**src/rtl/reg_bank_pkg.sv**
```systemverilog
// Shared constants and helpers for the multi-port register bank.
package reg_bank_pkg;

  localparam int unsigned NB_DATA_DEF = 32;
  localparam int unsigned NB_ADDR_DEF = 5;
  localparam int unsigned REG_ZERO    = 0;

  // An address names a real, writable register: not r0 and inside the bank.
  function automatic logic addr_valid(input int unsigned addr, input int unsigned depth);
    return (addr != REG_ZERO) && (addr < depth);
  endfunction

  function automatic int unsigned slice_lo(input int unsigned port, input int unsigned width);
    return port * width;
  endfunction

endpackage

```
**src/rtl/reg_scoreboard.sv**
```systemverilog
// Per-register busy flags: flush beats claim, claim beats write-clear.
module reg_scoreboard
  import reg_bank_pkg::*;
#(
  parameter int unsigned NB_ADDR    = NB_ADDR_DEF,
  parameter int unsigned BANK_DEPTH = 32
) (
  input  logic                  i_clock,
  input  logic                  i_reset,
  input  logic                  i_flush,
  input  logic                  i_claim_valid,
  input  logic [NB_ADDR-1:0]    i_claim_reg,
  input  logic                  i_clear_valid,
  input  logic [NB_ADDR-1:0]    i_clear_reg,
  output logic [BANK_DEPTH-1:0] o_busy_vec
);

  logic [BANK_DEPTH-1:0] busy_q;
  logic [BANK_DEPTH-1:0] busy_d;

  always_comb begin
    busy_d = busy_q;
    if (i_flush) begin
      busy_d = '0;
    end else begin
      if (i_clear_valid) busy_d[i_clear_reg] = 1'b0;
      if (i_claim_valid) busy_d[i_claim_reg] = 1'b1;
    end
  end

  always_ff @(posedge i_clock or negedge i_reset) begin
    if (!i_reset) busy_q <= '0;
    else          busy_q <= busy_d;
  end

  assign o_busy_vec = busy_q;

endmodule

```
**src/rtl/reg_bank_mp.sv**
```systemverilog
// Multi-port register bank with optional write bypass, busy scoreboard and debug read.
module reg_bank_mp
  import reg_bank_pkg::*;
#(
  parameter int unsigned NB_DATA    = NB_DATA_DEF,
  parameter int unsigned NB_ADDR    = NB_ADDR_DEF,
  parameter int unsigned BANK_DEPTH = 32,
  parameter int unsigned NUM_READ   = 2,
  parameter int unsigned BYPASS     = 1
) (
  input  logic                          i_clock,
  input  logic                          i_reset,
  input  logic                          i_reg_write,
  input  logic [NB_ADDR-1:0]            i_write_reg,
  input  logic [NB_DATA-1:0]            i_write_data,
  input  logic [NUM_READ*NB_ADDR-1:0]   i_read_reg,
  output logic [NUM_READ*NB_DATA-1:0]   o_read_data,
  output logic [NUM_READ-1:0]           o_read_busy,
  input  logic                          i_claim_valid,
  input  logic [NB_ADDR-1:0]            i_claim_reg,
  input  logic                          i_flush,
  input  logic [NB_ADDR-1:0]            i_dbg_addr,
  output logic [NB_DATA-1:0]            o_dbg_data,
  output logic [BANK_DEPTH-1:0]         o_busy_vec
);

  logic [NB_DATA-1:0] regs_q [BANK_DEPTH];
  logic               wr_ok;
  logic               claim_ok;
  logic               dbg_ok;

  assign wr_ok    = i_reg_write   && addr_valid(32'(i_write_reg), BANK_DEPTH);
  assign claim_ok = i_claim_valid && addr_valid(32'(i_claim_reg), BANK_DEPTH);
  assign dbg_ok   = addr_valid(32'(i_dbg_addr), BANK_DEPTH);

  always_ff @(posedge i_clock or negedge i_reset) begin
    if (!i_reset) begin
      regs_q <= '{default: '0};
    end else if (wr_ok) begin
      regs_q[i_write_reg] <= i_write_data;
    end
  end

  // Debug read samples storage only, never the in-flight write.
  always_ff @(posedge i_clock or negedge i_reset) begin
    if (!i_reset)    o_dbg_data <= '0;
    else if (dbg_ok) o_dbg_data <= regs_q[i_dbg_addr];
    else             o_dbg_data <= '0;
  end

  reg_scoreboard #(
    .NB_ADDR    (NB_ADDR),
    .BANK_DEPTH (BANK_DEPTH)
  ) u_scoreboard (
    .i_clock       (i_clock),
    .i_reset       (i_reset),
    .i_flush       (i_flush),
    .i_claim_valid (claim_ok),
    .i_claim_reg   (i_claim_reg),
    .i_clear_valid (wr_ok),
    .i_clear_reg   (i_write_reg),
    .o_busy_vec    (o_busy_vec)
  );

  for (genvar g = 0; g < int'(NUM_READ); g++) begin : g_rd
    logic [NB_ADDR-1:0] addr;
    logic               valid;
    logic               hit;
    logic               claim_hit;

    assign addr      = i_read_reg[slice_lo(g, NB_ADDR) +: NB_ADDR];
    assign valid     = addr_valid(32'(addr), BANK_DEPTH);
    assign hit       = (BYPASS != 0) && wr_ok && (i_write_reg == addr);
    assign claim_hit = claim_ok && (i_claim_reg == addr);

    // Bypass is gated by reset so a held reset reads all zeros.
    assign o_read_data[slice_lo(g, NB_DATA) +: NB_DATA] =
      !i_reset ? '0 :
      hit      ? i_write_data :
      valid    ? regs_q[addr] : '0;

    assign o_read_busy[g] = valid && o_busy_vec[addr] && !(hit && !claim_hit);
  end

endmodule
```
**config.mk**
```make
export PLATFORM = sky130hd
export DESIGN_NAME = reg_bank_mp
export DESIGN_NICKNAME = d
export VERILOG_FILES = /design/src/rtl/reg_bank_pkg.sv /design/src/rtl/reg_scoreboard.sv /design/src/rtl/reg_bank_mp.sv
export SDC_FILE = /design/constraint.sdc
export NUM_CORES = 2
export LEC_CHECK = 0
export CAP_MARGIN = 20
export CORE_MARGIN = 1.5
export CORE_UTILIZATION = 51
export DETAILED_ROUTE_END_ITERATION = 7
export HOLD_SLACK_MARGIN = 0.06
export PLACE_DENSITY = 0.69
export SLEW_MARGIN = 30
export SYNTH_ARGS = -nofsm -noshare
export SYNTH_HDL_FRONTEND = slang
export SYNTH_SLANG_ARGS = --single-unit
```
**constraint.sdc**
```tcl
create_clock -name i_clock -period 4 [get_ports i_clock]
set_input_delay 1.2 -clock i_clock [delete_from_list [all_inputs] [get_ports i_clock]]
set_output_delay 1.2 -clock i_clock [all_outputs]
set_load 0.005 [all_outputs]
```
======== Word level (Yosys, flattened, before mapping) ========
Index checks and enable logic that the tools add are counted.
word-level totals
  bits in registers ....................... 1088
  output and inout port bits .............. 130
  logic and storage cells ................. 111
operators by class
  magnitude comparators ................... 11
  equal/unequal tests ..................... 4
  multiplexer cells ....................... 31
  bitwise logic cells ..................... 7
  reductions and logical operators ........ 24
operator list
  cell                                                  count
  bitwise mux 1024 bit                                  1
  two-way mux 32 bit                                    18
  binary-select mux 32 bit (select 5 bit)               3
  demux 32 bit (select 5 bit)                           1
  bitwise AND 32 bit                                    1
  inverter 32 bit                                       1
  OR 32 bit                                             1
  nonzero test 5 bit                                    5
  >= comparator 6 bit (second input constant)           4
  < comparator 5 x 6 -> 1 bit (second input constant)   4
  inverter 5 -> 6 bit                                   4
  equality test 5 bit                                   4
  logical AND 1 bit                                     15
  binary-select mux 1 bit (select 5 bit)                2
  demux 1 bit (select 5 bit)                            2
  >= comparator 5 x 1 -> 1 bit (second input constant)  2
  < comparator 6 x 1 -> 1 bit (second input constant)   1
  logical NOT 1 bit                                     4
  two-way mux 1 bit                                     4

======== Logic depth before layout (Yosys ltp) ========
  depth in word-level cells ............... 11
  depth in mapped cells ................... 8
  gate-level depth less buffers ........... 5

======== Modules after synthesis ========
A second synthesis with hierarchy kept.
second synthesis, totals
  cell total of the unflattened synthesis .. 4388
  area, all modules ....................... 66163.5 um2
by module, submodules not included
  module          times used  cells each  area each (um2)
  reg_bank_mp     1           4230        64614.5
  reg_scoreboard  1           158         1549.0

======== Least setup slack after synthesis ========
OpenSTA, ideal clock, no wires.
  path type ............................... input port to output port
  start point ............................. input port i_read_reg[5]
  end point ............................... output port o_read_data[58]
  arrival ................................. 2.887 ns
  data required time ...................... 2.800 ns
  setup slack ............................. -0.087 ns
  cell stages on the path ................. 8
  path buffers ............................ 4
  cells stage by stage .................... buf_2 buf_6 buf_6 buf_2 mux4_2 a22oi_1 nand2_1 a221o_1
on the way
  cells in the longest elaborated chain, start to end .. 7
  elaborated cells between the ends (all ways) .. 10
RTL lines
  what                                                   line               text
  from (decl)                                            reg_bank_mp.sv:16  input logic [NUM_READ*NB_ADDR-1:0] i_read_reg,
  inverter 5 -> 6 bit (implied by the code)              reg_bank_mp.sv:80  valid ? regs_q[addr] : '0;
  binary-select mux 32 bit (select 5 bit)                reg_bank_mp.sv:80
  two-way mux 32 bit (implied by the code) (2 in a row)  reg_bank_mp.sv:80
  two-way mux 32 bit                                     reg_bank_mp.sv:80
  two-way mux 32 bit *                                   reg_bank_mp.sv:79  hit ? i_write_data :
  two-way mux 32 bit *                                   reg_bank_mp.sv:78  !i_reset ? '0 :
  to (decl)                                              reg_bank_mp.sv:17  output logic [NUM_READ*NB_DATA-1:0] o_read_data,
Mark *: on every way between the ends. The rest lies on a longest branch, timed or not. The select of a mux whose other input is x is not followed.

======== Worst setup path after layout ========
  start point ............................. input port i_read_reg[5]
  end point ............................... output port o_read_data[55]
The elaborated chain is that of the path after synthesis.

==> out/metrics.yaml <==
ios: 192
via_per_inst: 7.24
crit_type: "input pin to output pin"
fin_crit_ns: 4.55
antenna_found_initial: 10
wirelength_um: 232000
use_met2_pct: 52.8
yosysSeqAreaShare_pct: 41.7
syn_area_um2: 65300
drv_slew: 0
place_inst: 6159
place_area_um2: 73100
core_area_um2: 127000
p_per_area_nw_per_um2: 450
grt_pass1_vias: 47100
violations: "setup timing"
met1_usage_pct: 49.1
tightest_slew_ns: 0.957
vias: 47200
grt_pass1_wl_um: 335000
worst-endpoint-required_ns: 2.80
final_common_cell: "dfrtp_1"
endpoint_kind: "output pin"
cts.htree.levels: 3
place.gp.congestion: 0.956
critPathSlowestCell: "mux4_2"
critPathMaxStageDelay_ns: 0.51
synthArstFlopShare_pct: 100
gr-usage-all-layers_pct: 35.3
drtPass1Iterations: 8
synth_flop_cell: "dfrtp_1"
clkSinkCount: 1088
regToRegStartpoint: "regs_q[20]"
status: "finished with violations"
cts_root_buffer: "clkbuf_16"
worst-path-stages: 10
synthCells: 4296
r2r_slack_ns: 1.95
layout_common_cells: "dfrtp_1, mux2_2, mux4_2"
route.antenna.remaining_nets: 0
skew_ns: 0.0206
grt_max_degree: 168
synth_fp_nets: 4358
grt_use_met3_pct: 9.09
ir_worst_vdd_uv: 346
die_x_um: 361
fmax_mhz: 220
maxCapViolations: 0
start_util_pct: 51.3
layout-drive-gt1-share_pct: 63.6
crit_family: "compound AO/OA/AOI/OAI gates"
fin_util_pct: 63.0
rows: 131
drt-wirelength-per-cell_um: 35.6
finalWorstSetupSlack_ns: -0.554
numPortBuffers: 191
die_h_um: 361
drc: 0
cp_num_buf_inv: 5
gr-max-usage-layer: "met2"
multi_input_area_um2: 37000
final_cells: 6523
rr_endpoint: "o_dbg_data[20]"
stdcell_area_um2: 80200
min_path_type: "flop to flop"
synth_edf_count: 0
dp_hpwl_um: 144000
synth.avg_cell_area_um2: 15.2
clk_pin_slew_ns: 0.06
cp-start-kind: "input pin"
whs_endpoint: "regs_q[1002]"
cp_cell_sequence: "buf_16 > buf_4 > buf_8 > buf_4 > mux4_2 > nor2b_1 > a211oi_1 > a211oi_1 > a221o_1 > clkbuf_2"
syn2layout_area_growth_pct: 22.9
period_share_pct: 114
ys.warnings.count: 0
cts_made_buffers: 117
ys_ff_latch: 1088
leakagePower_nw: 33.8
whs_ns: 0.425
finalHoldViolCount: 0
clock_latency_ns: 0.75
cts_buffer_depth: 3
dieArea_um2: 130000
yosysUniqueCellTypes: 46
setup_viol: 66
max_slew_margin_pct: 36.2
sequential_cell_area_um2: 27200
cts_tree: "yes"
r2r_cells: 4
overflow: 0
fillCellCount: 8965
drt_iter0_drc: 6318
cp_data_arrival_time_ns: 3.35
fin_nets: 4828
worstHoldStart: "regs_q[1002]"
ctsHoldBuffers: 0
holdPathStages: 0
crit_fanout: 7
rsz0062_at_grt: "true"
## routing by layer
layer	vias up	share of wire, %
met2	3230	46
met5	-	0.033
met4	12	4.4
met1	25400	38
met3	533	11
li1	18100	-
## cell type report
class | count | area share (%)
Antenna cell | 2 | 0.00624
Timing Repair Buffer | 875 | 12.2
Inverter | 33 | 0.154
Multi-Input combinational cell | 2651 | 46.1
Clock buffer | 176 | 4.39
Clock inverter | 36 | 0.565
Tap cell | 1662 | 2.59
Sequential cell | 1088 | 33.9
## flip-flops by register name, summed over array words and instances, names as in the netlist
register,cells
u_scoreboard.o_busy_vec,32
o_dbg_data,32
regs_q,1024
## worst max-delay path by stage
stage | slack [ns] | start | end
6_report | -0.55 | i_read_reg[5] | o_read_data[55]
5_1_grt | -0.58 | i_read_reg[5] | o_read_data[55]
4_1_cts | -0.57 | i_read_reg[0] | o_read_data[5]
3_5_place_dp | -1.17 | i_write_reg[3] | o_read_data[54]
3_3_place_gp | -1.11 | i_write_reg[3] | o_read_data[54]
2_1_floorplan | -0.04 | i_read_reg[0] | o_read_data[10]
## cells in the mapped netlist (5+ instances only)
master | n | share of area [%]
xnor2_1 | 9 | 0.12
nand3_1 | 7 | 0.054
nor2b_1 | 39 | 0.37
and2_1 | 5 | 0.048
a211oi_1 | 64 | 0.74
mux4_2 | 850 | 29
a21oi_1 | 45 | 0.35
buf_2 | 145 | 1.1
nor2_1 | 72 | 0.41
o21ai_0 | 76 | 0.58
xor2_1 | 11 | 0.15
a22oi_1 | 176 | 2.0
buf_1 | 79 | 0.45
mux2i_1 | 70 | 1.1
buf_4 | 14 | 0.16
nand2_1 | 128 | 0.74
mux2_2 | 1024 | 18
a221o_1 | 32 | 0.49
inv_1 | 33 | 0.19
clkbuf_1 | 282 | 1.6
dfrtp_1 | 1088 | 42
## per-stage QoR
| stage | TNS, ns | setup WS, ns | power, mW |
|---|---|---|---|
| final | -26.01 | -0.554 | 36.1 |
| after global routing | -29.07 | -0.579 | 37.3 |
| after CTS | -29.05 | -0.567 | 35.7 |
| after detailed placement | -63.93 | -1.17 | 24.1 |
| after global placement | -64.01 | -1.11 | 23.8 |
| after floorplan | -1.21 | -0.0403 | 20.6 |
## kinds of logic after synthesis
| kind of cell | share of synthesized area (%) |
|---|---|
| mux | 48.1 |
| flops | 41.7 |
| buf+inv | 3.60 |
| compound gates | 4.29 |
| simple gates | 2.08 |
| xor+xnor | 0.268 |
## repair_timing
| action | CTS | global route |
|---|---|---|
| pin swaps | 80 | 78 |
| cloned | 19 | 9 |
| gates resized for setup | 373 | 271 |
| setup buffers | 49 | 90 |
| endpoints found under the setup margin | 66 | 66 |
## where the power goes
group          switching [mW]  total [mW]  leakage [nW]  internal, mW
logic                    3.80        9.64          17.9          5.84
clock network            4.73        11.4          1.96          6.62
registers                2.01        15.1          14.0          13.0
total                    10.6        36.1          33.8          25.5
Note: power is estimated with default switching activity, not from simulation.
